--- src/rtl/mem_wb_stage.sv ---
// MEM/WB pipeline register and write-back stage: load extraction, fault detection,
// registered register-file write / forwarding bus and a retired-instruction counter.
module mem_wb_stage #(
  parameter int XLEN  = 32,
  parameter int CNT_W = 64
) (
  input  logic             clk,
  input  logic             rst,
  input  logic             VALID_IN,
  input  logic             STALL,
  input  logic             FLUSH,
  input  logic [1:0]       CRT_WB_IN,
  input  logic [2:0]       FUNCT3_IN,
  input  logic [XLEN-1:0]  ALU_RESULT_IN,
  input  logic [XLEN-1:0]  READ_DATA_IN,
  input  logic [4:0]       INST_IN,
  output logic             REG_WRITE_OUT,
  output logic [4:0]       RD_OUT,
  output logic [XLEN-1:0]  WB_DATA_OUT,
  output logic             VALID_OUT,
  output logic             LOAD_FAULT_OUT,
  output logic [CNT_W-1:0] RETIRED_OUT
);

  logic [1:0]       off_s;
  logic [7:0]       byte_s;
  logic [15:0]      half_s;
  logic [XLEN-1:0]  load_data_s;
  logic             bad_load_s;
  logic             fault_s;

  logic             valid_d, valid_q;
  logic             reg_write_d, reg_write_q;
  logic             load_fault_d, load_fault_q;
  logic [4:0]       rd_d, rd_q;
  logic [XLEN-1:0]  wb_data_d, wb_data_q;
  logic [CNT_W-1:0] retired_d, retired_q;

  assign off_s = ALU_RESULT_IN[1:0];

  // Lane selection and sign/zero extension of the raw memory word.
  always_comb begin
    case (off_s)
      2'd0:    byte_s = READ_DATA_IN[7:0];
      2'd1:    byte_s = READ_DATA_IN[15:8];
      2'd2:    byte_s = READ_DATA_IN[23:16];
      2'd3:    byte_s = READ_DATA_IN[31:24];
      default: byte_s = 8'h00;
    endcase
    if (off_s[1]) begin
      half_s = READ_DATA_IN[31:16];
    end else begin
      half_s = READ_DATA_IN[15:0];
    end
    load_data_s = {XLEN{1'b0}};
    bad_load_s  = 1'b0;
    case (FUNCT3_IN)
      3'b000:  load_data_s = {{(XLEN-8){byte_s[7]}}, byte_s};
      3'b100:  load_data_s = {{(XLEN-8){1'b0}}, byte_s};
      3'b001: begin
        load_data_s = {{(XLEN-16){half_s[15]}}, half_s};
        bad_load_s  = off_s[0];
      end
      3'b101: begin
        load_data_s = {{(XLEN-16){1'b0}}, half_s};
        bad_load_s  = off_s[0];
      end
      3'b010: begin
        load_data_s = READ_DATA_IN;
        bad_load_s  = (off_s != 2'd0);
      end
      default: bad_load_s = 1'b1;
    endcase
  end

  // A fault only matters for a real load; a bubble never reports one.
  assign fault_s = VALID_IN & CRT_WB_IN[0] & bad_load_s;

  // Next-state selection: FLUSH beats STALL beats normal capture.
  always_comb begin
    valid_d      = valid_q;
    reg_write_d  = reg_write_q;
    load_fault_d = load_fault_q;
    rd_d         = rd_q;
    wb_data_d    = wb_data_q;
    retired_d    = retired_q;
    if (FLUSH) begin
      valid_d      = 1'b0;
      reg_write_d  = 1'b0;
      load_fault_d = 1'b0;
      rd_d         = 5'd0;
      wb_data_d    = {XLEN{1'b0}};
    end else if (STALL) begin
      retired_d = retired_q;
    end else begin
      valid_d      = VALID_IN;
      rd_d         = INST_IN;
      load_fault_d = fault_s;
      reg_write_d  = VALID_IN & CRT_WB_IN[1] & (INST_IN != 5'd0) & ~fault_s;
      if (!CRT_WB_IN[0]) begin
        wb_data_d = ALU_RESULT_IN;
      end else if (bad_load_s) begin
        wb_data_d = {XLEN{1'b0}};
      end else begin
        wb_data_d = load_data_s;
      end
      if (VALID_IN) begin
        retired_d = retired_q + {{(CNT_W-1){1'b0}}, 1'b1};
      end else begin
        retired_d = retired_q;
      end
    end
  end

  // Stage registers with asynchronous active-low reset.
  always_ff @(posedge clk or negedge rst) begin
    if (!rst) begin
      valid_q      <= 1'b0;
      reg_write_q  <= 1'b0;
      load_fault_q <= 1'b0;
      rd_q         <= 5'd0;
      wb_data_q    <= {XLEN{1'b0}};
      retired_q    <= {CNT_W{1'b0}};
    end else begin
      valid_q      <= valid_d;
      reg_write_q  <= reg_write_d;
      load_fault_q <= load_fault_d;
      rd_q         <= rd_d;
      wb_data_q    <= wb_data_d;
      retired_q    <= retired_d;
    end
  end

  assign VALID_OUT      = valid_q;
  assign REG_WRITE_OUT  = reg_write_q;
  assign LOAD_FAULT_OUT = load_fault_q;
  assign RD_OUT         = rd_q;
  assign WB_DATA_OUT    = wb_data_q;
  assign RETIRED_OUT    = retired_q;

endmodule

--- config.mk ---
export PLATFORM = sky130hd
export DESIGN_NAME = mem_wb_stage
export DESIGN_NICKNAME = d
export VERILOG_FILES = /design/src/rtl/mem_wb_stage.sv
export SDC_FILE = /design/constraint.sdc
export NUM_CORES = 1
export LEC_CHECK = 0
export BUFFER_PORTS_ARGS = -buffer_cell sky130_fd_sc_hd__buf_2
export CAP_MARGIN = 0
export CORE_ASPECT_RATIO = 1.5
export CORE_MARGIN = 5
export CORE_UTILIZATION = 51
export DETAILED_ROUTE_END_ITERATION = 7
export PLACE_DENSITY = 0.81
export RECOVER_POWER = 50
export SKIP_LAST_GASP = 1
export SLEW_MARGIN = 20
export SYNTH_ARGS = -nofsm -noshare
export SYNTH_HDL_FRONTEND = slang
export SYNTH_SLANG_ARGS = --single-unit
--- constraint.sdc ---
create_clock -name clk -period 2.3 [get_ports clk]
set_input_delay 0.23 -clock clk [delete_from_list [all_inputs] [get_ports clk]]
set_output_delay 0.23 -clock clk [all_outputs]
set_load 0.05 [all_outputs]
Yosys cells after proc, flatten, opt, wreduce, memory -nomap -nowiden
Index checks and enable logic that the tools add are counted.

Register bits after elaboration: 104. Word-level logic and storage cells: 46.

Reductions and logical operators: 7. Eq/ne operators: 8. Add/sub/neg operators: 1. Mux-type cells: 16. Bitwise gates (word level): 8.

Operator list (number): $pmux 32 s5 (1); $mux 32 (4); $add 64x1->64 const B (1); $pmux 8 s4 (1); $mux 16 (1); $mux 5 (2); $eq 3x3->1 const B (2); $mux 1 (6); $and 1x1->1 (5); $reduce_bool 5->1 (1); $eq 2x2->1 const B (2); $reduce_or 2->1 (2); $eq 3x1->1 const B (1); $eq 3x2->1 const B (1); $logic_not 3->1 (1); $not 1->1 (3); $pmux 1 s3 (1); $reduce_and 3->1 (1); $eq 2x1->1 const B (1); $logic_not 2->1 (1); $ne 2x1->1 const B (1); $reduce_bool 2->1 (1).

Depth between registers and ports, before layout
Gate-level depths: netlist (run 1).

Depth after elaboration: 8. Depth in mapped cells: 7. Mapped depth without buffers: 6.

Least setup slack after synthesis (run 1)
Ideal clock, no wire load.

Kind: register -> register. From: register retired_q[3], in the netlist RETIRED_OUT[3]. To: register retired_q[19], in the netlist RETIRED_OUT[19]. Clock period less this slack: 2.080 ns. Slack: 0.220 ns. Library setup time: 0.141 ns. Cell stages (with the launch flop): 7. Path buffers: 1. Arrival time: 1.938 ns. Path through: dfrtp_1 -> nand2_1 -> or4_1 -> clkbuf_1 -> nor4_2 -> nand3_1 -> xnor2_1.

Longest elaborated chain between the ends: 1.

Ends and longest elaborated chain: from (decl) (line 37) `logic [CNT_W-1:0] retired_d, retired_q;`; from (signal assigned) (line 123) `retired_q <= {CNT_W{1'b0}};`; from (signal assigned) (line 130) `retired_q <= retired_d;`; $add 64x1->64 (line 108) `retired_d = retired_q + {{(CNT_W-1){1'b0}}, 1'b1};`.

No other way between the ends. A chain may end at the register's enable or synchronous reset.

Worst setup path after layout (run 1)
From: register retired_q[16], in the netlist RETIRED_OUT[16]. To: register retired_q[61], in the netlist RETIRED_OUT[61].

Same word-level chain as after synthesis.

==> metrics, run 1 <==
grt total ovfl=0; mux share of post-synthesis cell area=0.03365; P per Cell Area=between 600 and 700 mW/mm^2; via/cell ratio=5.680; GPL Wtd Cong=0.9458; top cells by area, synth=dfrtp_1 (48%), xor2_1 (5.3%), xnor2_1 (4.8%); fin cells=888; Slew headroom=0.1137; Fillers=904; Crit. End Element=flop; Hold Path Class=primary input to flop; Crit path required time=2.56 ns; RSZ-0062 raised after global routing=false; CTS buffer count=9; Async S/R FF share, synth=1.000; Min-Delay Endpoint=REG_WRITE_OUT$_DFFE_PN0P_; CP max FO=13; CP Launch Point=RETIRED_OUT[16]$_DFFE_PN0P_; worst-skew pair later-pin latency=roughly 0.34 ns; I/O Buffers=between 150 and 200; CTS tree=built; share of cells above drive strength 1=0.2608; CTS Buffer Depth=2; Mapped Cells=564; post-synth top area share=0.4761; syn_nets=644; CTS clk-pin slew, worst paths=around 0.070 ns; f_max=0.5004 GHz; Min-Delay Startpoint=CRT_WB_IN[1]; GRT Resource Usage Total=0.2510; outcome=finished clean; post-layout net count=820; simple logic cell fraction of the synthesized area=0.1794; initial core utilization=0.5190; clock root buffer=clkbuf_16; pin count of the biggest net entering global routing=69; Area Overhead vs Synth=24.40%; r2r startpoint=RETIRED_OUT[16]$_DFFE_PN0P_; CP startpoint kind=flop; DR pass1 iterations=5; Max H-tree Level=3; critical path arrival=2.26 ns; Buf/Inv on CP=1; Synth Warn #=0; Post-DP HPWL=12250 um; most frequent cell on the critical path=nand4_1; final WL=16170 um; skew final=0.007950 ns; Tmin final=between 1.5 and 2 ns; hold path depth=3; Pleak=3.261 nW; post-synthesis xor/xnor area fraction=0.1009; Slowest-stage cell, CP=dfrtp_1; Seq/Total Area, Yosys=0.4761; EDFF count, synth=0; worst-path cell chain=nand4_1 -> nor4_4 -> nand4_1 -> buf_4 -> nor3_1 -> xor2_1; Crit Path Category=flop to flop; Routed Antenna Nets=0; Synth area leader=dfrtp_1; path depth of the worst reg2reg path=6; first-pass GRT wire length=25540 um; crit-path max cell delay=0.44 ns; count of cell types in the netlist=49; Post-Syn Area=0.005466 mm^2; number of max-cap violations=0; Least-Margin Pin Slew=1.329 ns; vias after detailed routing=5044; most frequent cells after synthesis=dfrtp_1 (104), inv_1 (48), nand2_1 (43); Post-synth top flop=dfrtp_1; DRC violations left=0; ANT cells=0; hold violation count in the final report=0; r2r endpoint=RETIRED_OUT[61]$_DFFE_PN0P_; Syn Area/Cell=9.692 um^2; VDD IR-drop max=between 0.4 and 0.5 mV; die area=0.01293 mm^2; Finish-stage setup viols=0; initial antenna violation count=0; num rows=46; post-CTS sizing=0; Die Height=136.8 um; setup TNS=0 ns; max-slew violation count=0; adder-cell share of the synthesized area=0.002289; period utilisation layout=0.8690; Placed Instances=around 870; CP top delay family=simple AND/OR/NAND/NOR gates; Die W=~95 um; WL per Instance=18.21 um; Seq cells post-synth=104; main combinational cell family by area after synthesis=simple AND/OR/NAND/NOR gates; vias in the first global route=5121; count leader, synth=dfrtp_1; DR iter-0 viols=a little over 300; area of the core=0.01053 mm^2; clk sinks=104; R2R Setup Slk=0.30 ns; I/O Pins=183; Synth Area in Compound Gates=0.1524
layer usage:
layer | vias to the layer above | global-route usage | share of wire
li1 | 2323 | - | -
met1 | 2467 | 0.2797 | 0.37
met2 | 224 | 0.4641 | 0.53
met3 | 30 | 0.04730 | 0.071
met4 | 0 | 0.09952 | 0.032
met5 | - | 0 | 0
power breakdown:
group | switching [mW] | total (mW) | internal, mW | leakage, nW
registers | 0.0715 | 1.98 | 1.91 | 1.34
clock network | 0.677 | 1.58 | 0.902 | 0.152
logic | 0.575 | 0.797 | 0.222 | 1.77
total | 1.32 | 4.35 | 3.03 | 3.26
how the worst max path moves through the flow:
stage	slack (ns)	cells after the start	to
final	0.30	6	RETIRED_OUT[61]$_DFFE_PN0P_
after global routing	0.14	5	RETIRED_OUT[63]$_DFFE_PN0P_
after CTS	0.29	6	RETIRED_OUT[61]$_DFFE_PN0P_
after detailed placement	0.32	6	RETIRED_OUT[61]$_DFFE_PN0P_
after global placement	0.43	6	RETIRED_OUT[44]$_DFFE_PN0P_
after floorplan	0.22	6	RETIRED_OUT[19]$_DFFE_PN0P_
worst register-to-register path, delay by kind of cell (launching register included):
kind / cells / cell delay, ns
flip-flops: 1 / 0.44
buffers and inverters: 1 / 0.22
AND/OR/NAND/NOR: 4 / 1.09
XOR/XNOR: 1 / 0.18
cell type report:
class | instances | area (um^2) | share of cell area
tap | 144 | 180.2 | 0.02649
inverter | 48 | 180.2 | 0.02649
sequential | 104 | 2603 | 0.3827
clock buffer | 11 | 252.7 | 0.03717
timing repair buffer | 196 | 969.7 | 0.1426
multi-input combinational | 381 | 2562 | 0.3768
clock inverter | 4 | 52.55 | 0.007728
state kept, by name, indices dropped and copies added (netlist names):
| signal | cells |
|---|---|
| RETIRED_OUT | 64 |
| WB_DATA_OUT | 32 |
| RD_OUT | 5 |
| LOAD_FAULT_OUT | 1 |
| REG_WRITE_OUT | 1 |
| VALID_OUT | 1 |
cells in the final DEF, fill, tap and decap left out, types with 26 or more instances in the layout:
| master | instances |
|---|---|
| dfrtp_1 | 104 |
| nand2_1 | 43 |
| a21oi_1 | 34 |
| inv_1 | 48 |
| xnor2_1 | 30 |
| nor2_1 | 41 |
| clkbuf_1 | 43 |
| xor2_1 | 33 |
| a21o_1 | 26 |
| buf_2 | 139 |
stage by stage:
step	util	instance area (um^2)	setup WS (ns)	hold slack, ns	power, mW
2_1_floorplan	-	5466	0.2204	-0.06559	2.522
3_3_place_gp	0.6218	6549	0.4303	0.2612	2.796
3_5_place_dp	0.6218	6549	0.3154	0.2672	2.820
4_1_cts	0.6517	6864	0.2949	0.1291	4.402
5_1_grt	0.6456	6800	0.1444	0.1303	4.534
6_report	0.6456	6800	0.3014	0.1392	4.354
what timing repair did:
action | 4_1_cts | 5_1_grt
hold buffers | 1 | 0
hold endpoints to repair | 40 | 0
buffers inserted | 0 | 0
logic make-up after synthesis:
family / Yosys count
and+or+nand+nor: 181
AOI/OAI and AO/OA: 121
DFF: 104
buffers and inverters: 79
xor gates and xnor gates: 63
muxes: 15
adders and majority gates: 1
Note: power is estimated with default switching activity, not from simulation.
==> run 2: changes to the inputs <==
Settings changed: ABC_AREA set to 1, CORE_UTILIZATION 51 to 54, PLACE_DENSITY 0.81 to 0.82.
==> metrics, run 2 <==
Slew headroom=0.03552; DR pass1 iterations=5; post-CTS setup buffers=0; final WL=approximately 22000 um; Die W=~100 um; count of cell types in the netlist=39; VDD IR-drop max=0.5125 mV; Post-synth top flop=dfrtp_1; Crit Path Category=flop to flop; WL per Instance=15.72 um; setup TNS=0 ns; Slowest-stage cell, CP=dfrtp_1; Min-Delay Startpoint=INST_IN[1]; Async S/R FF share, synth=1.000; Seq/Total Area, Yosys=0.3827; CTS buffer count=9; initial antenna violation count=0; Max H-tree Level=3; P per Cell Area=552.8 mW/mm^2; Min-Delay Endpoint=RD_OUT[1]$_DFFE_PN0P_; clock root buffer=clkbuf_16; top cells by area, synth=dfrtp_1 (38%), nand2_1 (24%), inv_1 (6.4%); Synth area leader=dfrtp_1; GRT Resource Usage Total=0.2939; Finish-stage setup viols=0; Hold Path Class=primary input to flop; RSZ-0062 raised after global routing=false; Mapped Cells=1025; hold path depth=2; critical path depth=10; CTS Buffer Depth=2; fin cells=1369; post-layout net count=~1.3k; grt total ovfl=0; CTS tree=built; clk sinks=roughly 100; Pleak=4.361 nW; Placed Instances=roughly 1.4k; Syn Area/Cell=about 6.6 um^2; r2r endpoint=RETIRED_OUT[44]$_DFFE_PN0P_; vias in the first global route=7209; I/O Pins=roughly 180; EDFF count, synth=0; Seq cells post-synth=104; number of max-cap violations=0; post-synth top area share=0.3827; most frequent cells after synthesis=nand2_1 (441), inv_1 (116), nor2_1 (116); hold violation count in the final report=0; CP top delay family=simple AND/OR/NAND/NOR gates; CP max FO=6; critical path arrival=2.15 ns; commonest non-fill, non-tap cell in the layout=nand2_1; Routed Antenna Nets=0; Crit. End Element=flop; count leader, synth=nand2_1; Synth Warn #=0; first-pass GRT wire length=34950 um; Tmin final=between 1.5 and 2 ns; period utilisation layout=0.8309; via/cell ratio=5.218; pin count of the biggest net entering global routing=between 100 and 150; worst-skew pair later-pin latency=0.36 ns; DRC violations left=0; num rows=50; worst-path cell chain=ha_1 -> inv_1 -> nor2_1 -> nand2_1 -> nor2_2 -> nand2_2 -> nor2_4 -> nand2_2 -> o21ai_1 -> nand2_1; syn_nets=approximately 1.1k; area of the core=approximately 0.012 mm^2; Buf/Inv on CP=1; Post-Syn Area=around 0.0068 mm^2; Least-Margin Pin Slew=1.447 ns; share of cells above drive strength 1=0.1741; outcome=finished clean; Final Util=0.6521; commonest non-fill, non-tap cells in the layout=nand2_1 (441), buf_2 (139), nor2_1 (117), inv_1 (117), dfrtp_1 (104); CTS clk-pin slew, worst paths=~0.07 ns; R2R Setup Slk=a little under 0.4 ns; f_max=about 0.52 GHz; crit-path max cell delay=roughly 0.43 ns; r2r startpoint=RETIRED_OUT[1]$_DFFE_PN0P_; Die Height=147.4 um; DR iter-0 viols=378; Post-DP Area=0.007891 mm^2; CP startpoint kind=flop; Area Overhead vs Synth=19.37%; final instance area=0.008118 mm^2; Post-DP HPWL=roughly 17000 um; skew final=0.01111 ns; I/O Buffers=between 150 and 200; GPL Wtd Cong=approximately 1.0; max FFs per register=64; die area=0.01498 mm^2; initial core utilization=0.5462; Crit path required time=between 2 and 3 ns; vias after detailed routing=7143; path depth of the worst reg2reg path=10; Power, Total=between 4 and 5 mW; max-slew violation count=0
run 2: power by group:
group	switching, mW	leakage (nW)	internal, mW
clock network	0.766	0.136	0.780
registers	0.105	1.41	1.91
logic	0.691	2.82	0.236
run 2: worst max-delay path by stage:
| stage | start | end | slack, ns |
|---|---|---|---|
| global route | rst | RETIRED_OUT[49]$_DFFE_PN0P_ | 0.16 |
| global placement | ALU_RESULT_IN[1] | WB_DATA_OUT[16]$_DFFE_PN0P_ | 0.50 |
| floorplan | RETIRED_OUT[1]$_DFFE_PN0P_ | RETIRED_OUT[48]$_DFFE_PN0P_ | 0.36 |
| detailed placement | RETIRED_OUT[1]$_DFFE_PN0P_ | RETIRED_OUT[44]$_DFFE_PN0P_ | 0.42 |
| CTS | RETIRED_OUT[1]$_DFFE_PN0P_ | RETIRED_OUT[44]$_DFFE_PN0P_ | 0.40 |
| finish | RETIRED_OUT[1]$_DFFE_PN0P_ | RETIRED_OUT[44]$_DFFE_PN0P_ | 0.39 |
run 2: worst reg2reg max path: cells and delay by family (launching register included):
kind                     cells  cell delay [ns]
buffers and inverters        1             0.09
adder cells (fa/ha/maj)      1             0.25
flip-flops                   1             0.43
AO/OA/AOI/OAI                1             0.15
AND/OR/NAND/NOR              7             0.88
run 2: cell families (layout without fill, tap and decap cells):
family,Yosys count,after routing,share of synthesized area
and+or+nand+nor,679,679,0.4311
AOI/OAI and AO/OA,56,56,0.04545
other,0,1,0
xor gates and xnor gates,41,41,0.05281
DFF,104,104,0.3827
adders and majority gates,1,1,0.001840
buffers and inverters,144,331,0.08611
run 2: final cells by class:
class / instances / area (um^2)
fill: 1220 / 4332
inverter: 120 / 450.4
antenna: 1 / 2.502
tap: 156 / 195.2
sequential: 104 / 2603
multi-input combinational: 777 / 3605
clock buffer: 10 / 239.0
clock inverter: 6 / 50.05
timing repair buffer: 195 / 973.4
run 2: timing repair:
item | CTS | global route
hold endpoints to repair | 88 | 0
hold buffers | 1 | 0
resized for setup | 0 | 0
run 2: per-layer routing:
layer  part of all wire  GRT usage  vias to the layer above
met5                  0          0                        -
met4              0.069     0.1810                        0
met3              0.072    0.05194                       95
met2               0.50     0.5164                      332
met1               0.36     0.3205                     3203
li1                   -          -                     3513
run 2: stage by stage:
step	hold WS [ns]	worst slack [ns]
CTS	0.1188	0.3965
floorplan	-0.06559	0.3584
global placement	0.3404	0.5041
finish	0.1213	0.3890
detailed placement	0.3488	0.4187
global route	0.1305	0.1636
==> run 3: changes to the inputs <==
Settings changed: CORE_UTILIZATION 54 to 49, PLACE_DENSITY 0.82 to 0.78.
Clock period 2.3 ns to 1.6 ns, I/O delays scaled along.
==> metrics, run 3 (same netlist as run 2, synthesis figures left out) <==
CTS clk-pin slew, worst paths=0.08 ns; initial core utilization=0.5025; area of the core=0.01353 mm^2; Die Height=154.3 um; GRT Resource Usage Total=0.2747; Hold Path Class=primary input to flop; Tmin final=around 1.6 ns; CP startpoint kind=flop; path depth of the worst reg2reg path=9; RSZ-0062 raised after global routing=true; DR pass1 iterations=5; Post-DP HPWL=17920 um; pin count of the biggest net entering global routing=44; Final WS setup=-0.04749 ns; CP max FO=4; Crit Path Category=flop to flop; CTS Buffer Depth=2; Post-Route M1 WL=8131 um; final WL=approximately 23000 um; skew final=0.007479 ns; Least-Margin Pin Slew=between 0.8 and 0.9 ns; Routed met3 length=1197 um; first-pass GRT wire length=approximately 36000 um; die area=0.01638 mm^2; via/cell ratio=5.100; Max Used Layer=met4; NetSw=~2.3 mW; period utilisation layout=1.030; Min-Delay Startpoint=INST_IN[0]; Pleak=just under 5 nW; Combinational Power Share=0.218; number of max-cap violations=0; DRC violations left=0; initial antenna violation count=0; switching share of total power=0.3356; hold path depth=2; Finish-stage setup viols=5; clk sinks=104; outcome=complete, but fails checks; I/O Pins=183; R2R Setup Slk=-0.05 ns; num rows=52; max-slew violation count=0; register share of total power=0.431; fin cells=1438; Crit path required time=1.85 ns; CTS buffer count=9; CTS tree=built; Area Overhead vs Synth=32.25%; final instance area=~0.009 mm^2; Min-Delay Endpoint=RD_OUT[0]$_DFFE_PN0P_; post-layout net count=between 1k and 1.5k; vias after detailed routing=7334; P per Cell Area=749.6 mW/mm^2; f_max=0.6070 GHz; commonest non-fill, non-tap cells in the layout=nand2_1 (430), buf_2 (180), inv_1 (116), nor2_1 (85), buf_4 (68); Clock power frac=0.350; r2r endpoint=RETIRED_OUT[58]$_DFFE_PN0P_; Placed Instances=1409; max FFs per register=64; ANT cells=0; Max H-tree Level=3; Crit. End Element=flop; I/O Buffers=182; met2 WL=12350 um; GPL Wtd Cong=between 0.9 and 1; Slew headroom=0.4550; vias in the first global route=7153; Die W=106.2 um; Cell Int Power=~4.5 mW; share of cells above drive strength 1=0.3237; Routed Antenna Nets=0; failing checks=negative setup slack; grt total ovfl=0; commonest non-fill, non-tap cell in the layout=nand2_1; VDD IR-drop max=0.5744 mV; worst-skew pair later-pin latency=~0.35 ns; hold violation count in the final report=0; DR iter-0 viols=around 340; r2r startpoint=RETIRED_OUT[1]$_DFFE_PN0P_; Fillers=around 1.3k; critical path arrival=around 1.9 ns; WL per Instance=15.65 um; Post-DP Area=approximately 0.0084 mm^2; clock root buffer=clkbuf_16
[run 3: cell count changes in the layout (fill, tap and decap cells not counted), moves of 8 or more]
cell / previous run / this run
buf_4: 10 / 68
dfrtp_1: 104 / 57
dfrtp_2: 0 / 47
buf_2: 139 / 180
clkbuf_1: 42 / 2
nor2_1: 117 / 85
nor2_2: 9 / 33
nand2_1: 441 / 430
nand2_2: 7 / 17
nor2_4: 9 / 17
[run 3: power by group through the flow]
stage | Clock, mW | Combinational (mW) | Sequential, mW
CTS | 2.40 | 1.47 | 2.91
global route | 2.52 | 1.60 | 2.93
floorplan | 0 | 0.506 | 3.37
detailed placement | 0 | 1.46 | 2.96
finish | 2.36 | 1.47 | 2.91
global placement | 0 | 1.44 | 2.95
[run 3: final cells by class]
| cell class | count | area [um^2] | area share |
|---|---|---|---|
| sequential | 104 | 2661 | 0.2959 |
| inverter | 120 | 450.4 | 0.05008 |
| timing repair buffer | 259 | 1541 | 0.1714 |
| clock inverter | 6 | 75.07 | 0.008347 |
| tap | 162 | 202.7 | 0.02254 |
| clock buffer | 10 | 239.0 | 0.02657 |
| multi-input combinational | 777 | 3824 | 0.4252 |
[run 3: how the worst max path moves through the flow]
stage,start,slack [ns],to,cells past startpoint
after floorplan,RETIRED_OUT[1]$_DFFE_PN0P_,-0.07,RETIRED_OUT[50]$_DFFE_PN0P_,8
after global placement,RETIRED_OUT[38]$_DFFE_PN0P_,0.01,RETIRED_OUT[51]$_DFFE_PN0P_,7
after detailed placement,RETIRED_OUT[37]$_DFFE_PN0P_,-0.04,RETIRED_OUT[59]$_DFFE_PN0P_,7
after CTS,RETIRED_OUT[1]$_DFFE_PN0P_,-0.03,RETIRED_OUT[44]$_DFFE_PN0P_,10
after global routing,RETIRED_OUT[1]$_DFFE_PN0P_,-0.15,RETIRED_OUT[50]$_DFFE_PN0P_,8
final,RETIRED_OUT[1]$_DFFE_PN0P_,-0.05,RETIRED_OUT[58]$_DFFE_PN0P_,9
[run 3: routing by layer]
layer  global-route usage  up-vias
met5                    0        -
met4              0.09259        0
met3              0.04170       48
met2               0.5310      239
met1               0.2996     3404
li1                     -     3643
[run 3: timing repair]
item | in CTS | in global routing
hold buffers | 1 | 0
resized for setup | 5 | 55
setup endpoints to repair | 9 | 35
endpoints found under the hold margin | 104 | 0
buffers inserted | 1 | 11
pin swaps | 2 | 27
[run 3: critical path: stages, from the launching register on]
cell     delay [ns]
dfrtp_2        0.41
ha_4           0.16
nand3_4        0.11
nor2_4         0.13
nand3_4        0.09
nor3_4         0.29
buf_4          0.17
nand4_1        0.07
nand2_1        0.07
inv_1          0.04
[run 3: per-stage QoR]
stage	worst slack [ns]	hold WS [ns]	TNS, ns	util	power [mW]
final	-0.04749	0.04817	-0.1180	0.6646	6.742
after global routing	-0.1547	0.05872	-1.327	0.6646	7.052
after CTS	-0.02720	0.04095	-0.04304	0.6475	6.779
after detailed placement	-0.03799	0.03623	-0.1197	0.6219	4.424
after global placement	0.01206	0.03741	0	0.6219	4.388
after floorplan	-0.06554	-0.1356	-0.2805	-	3.874
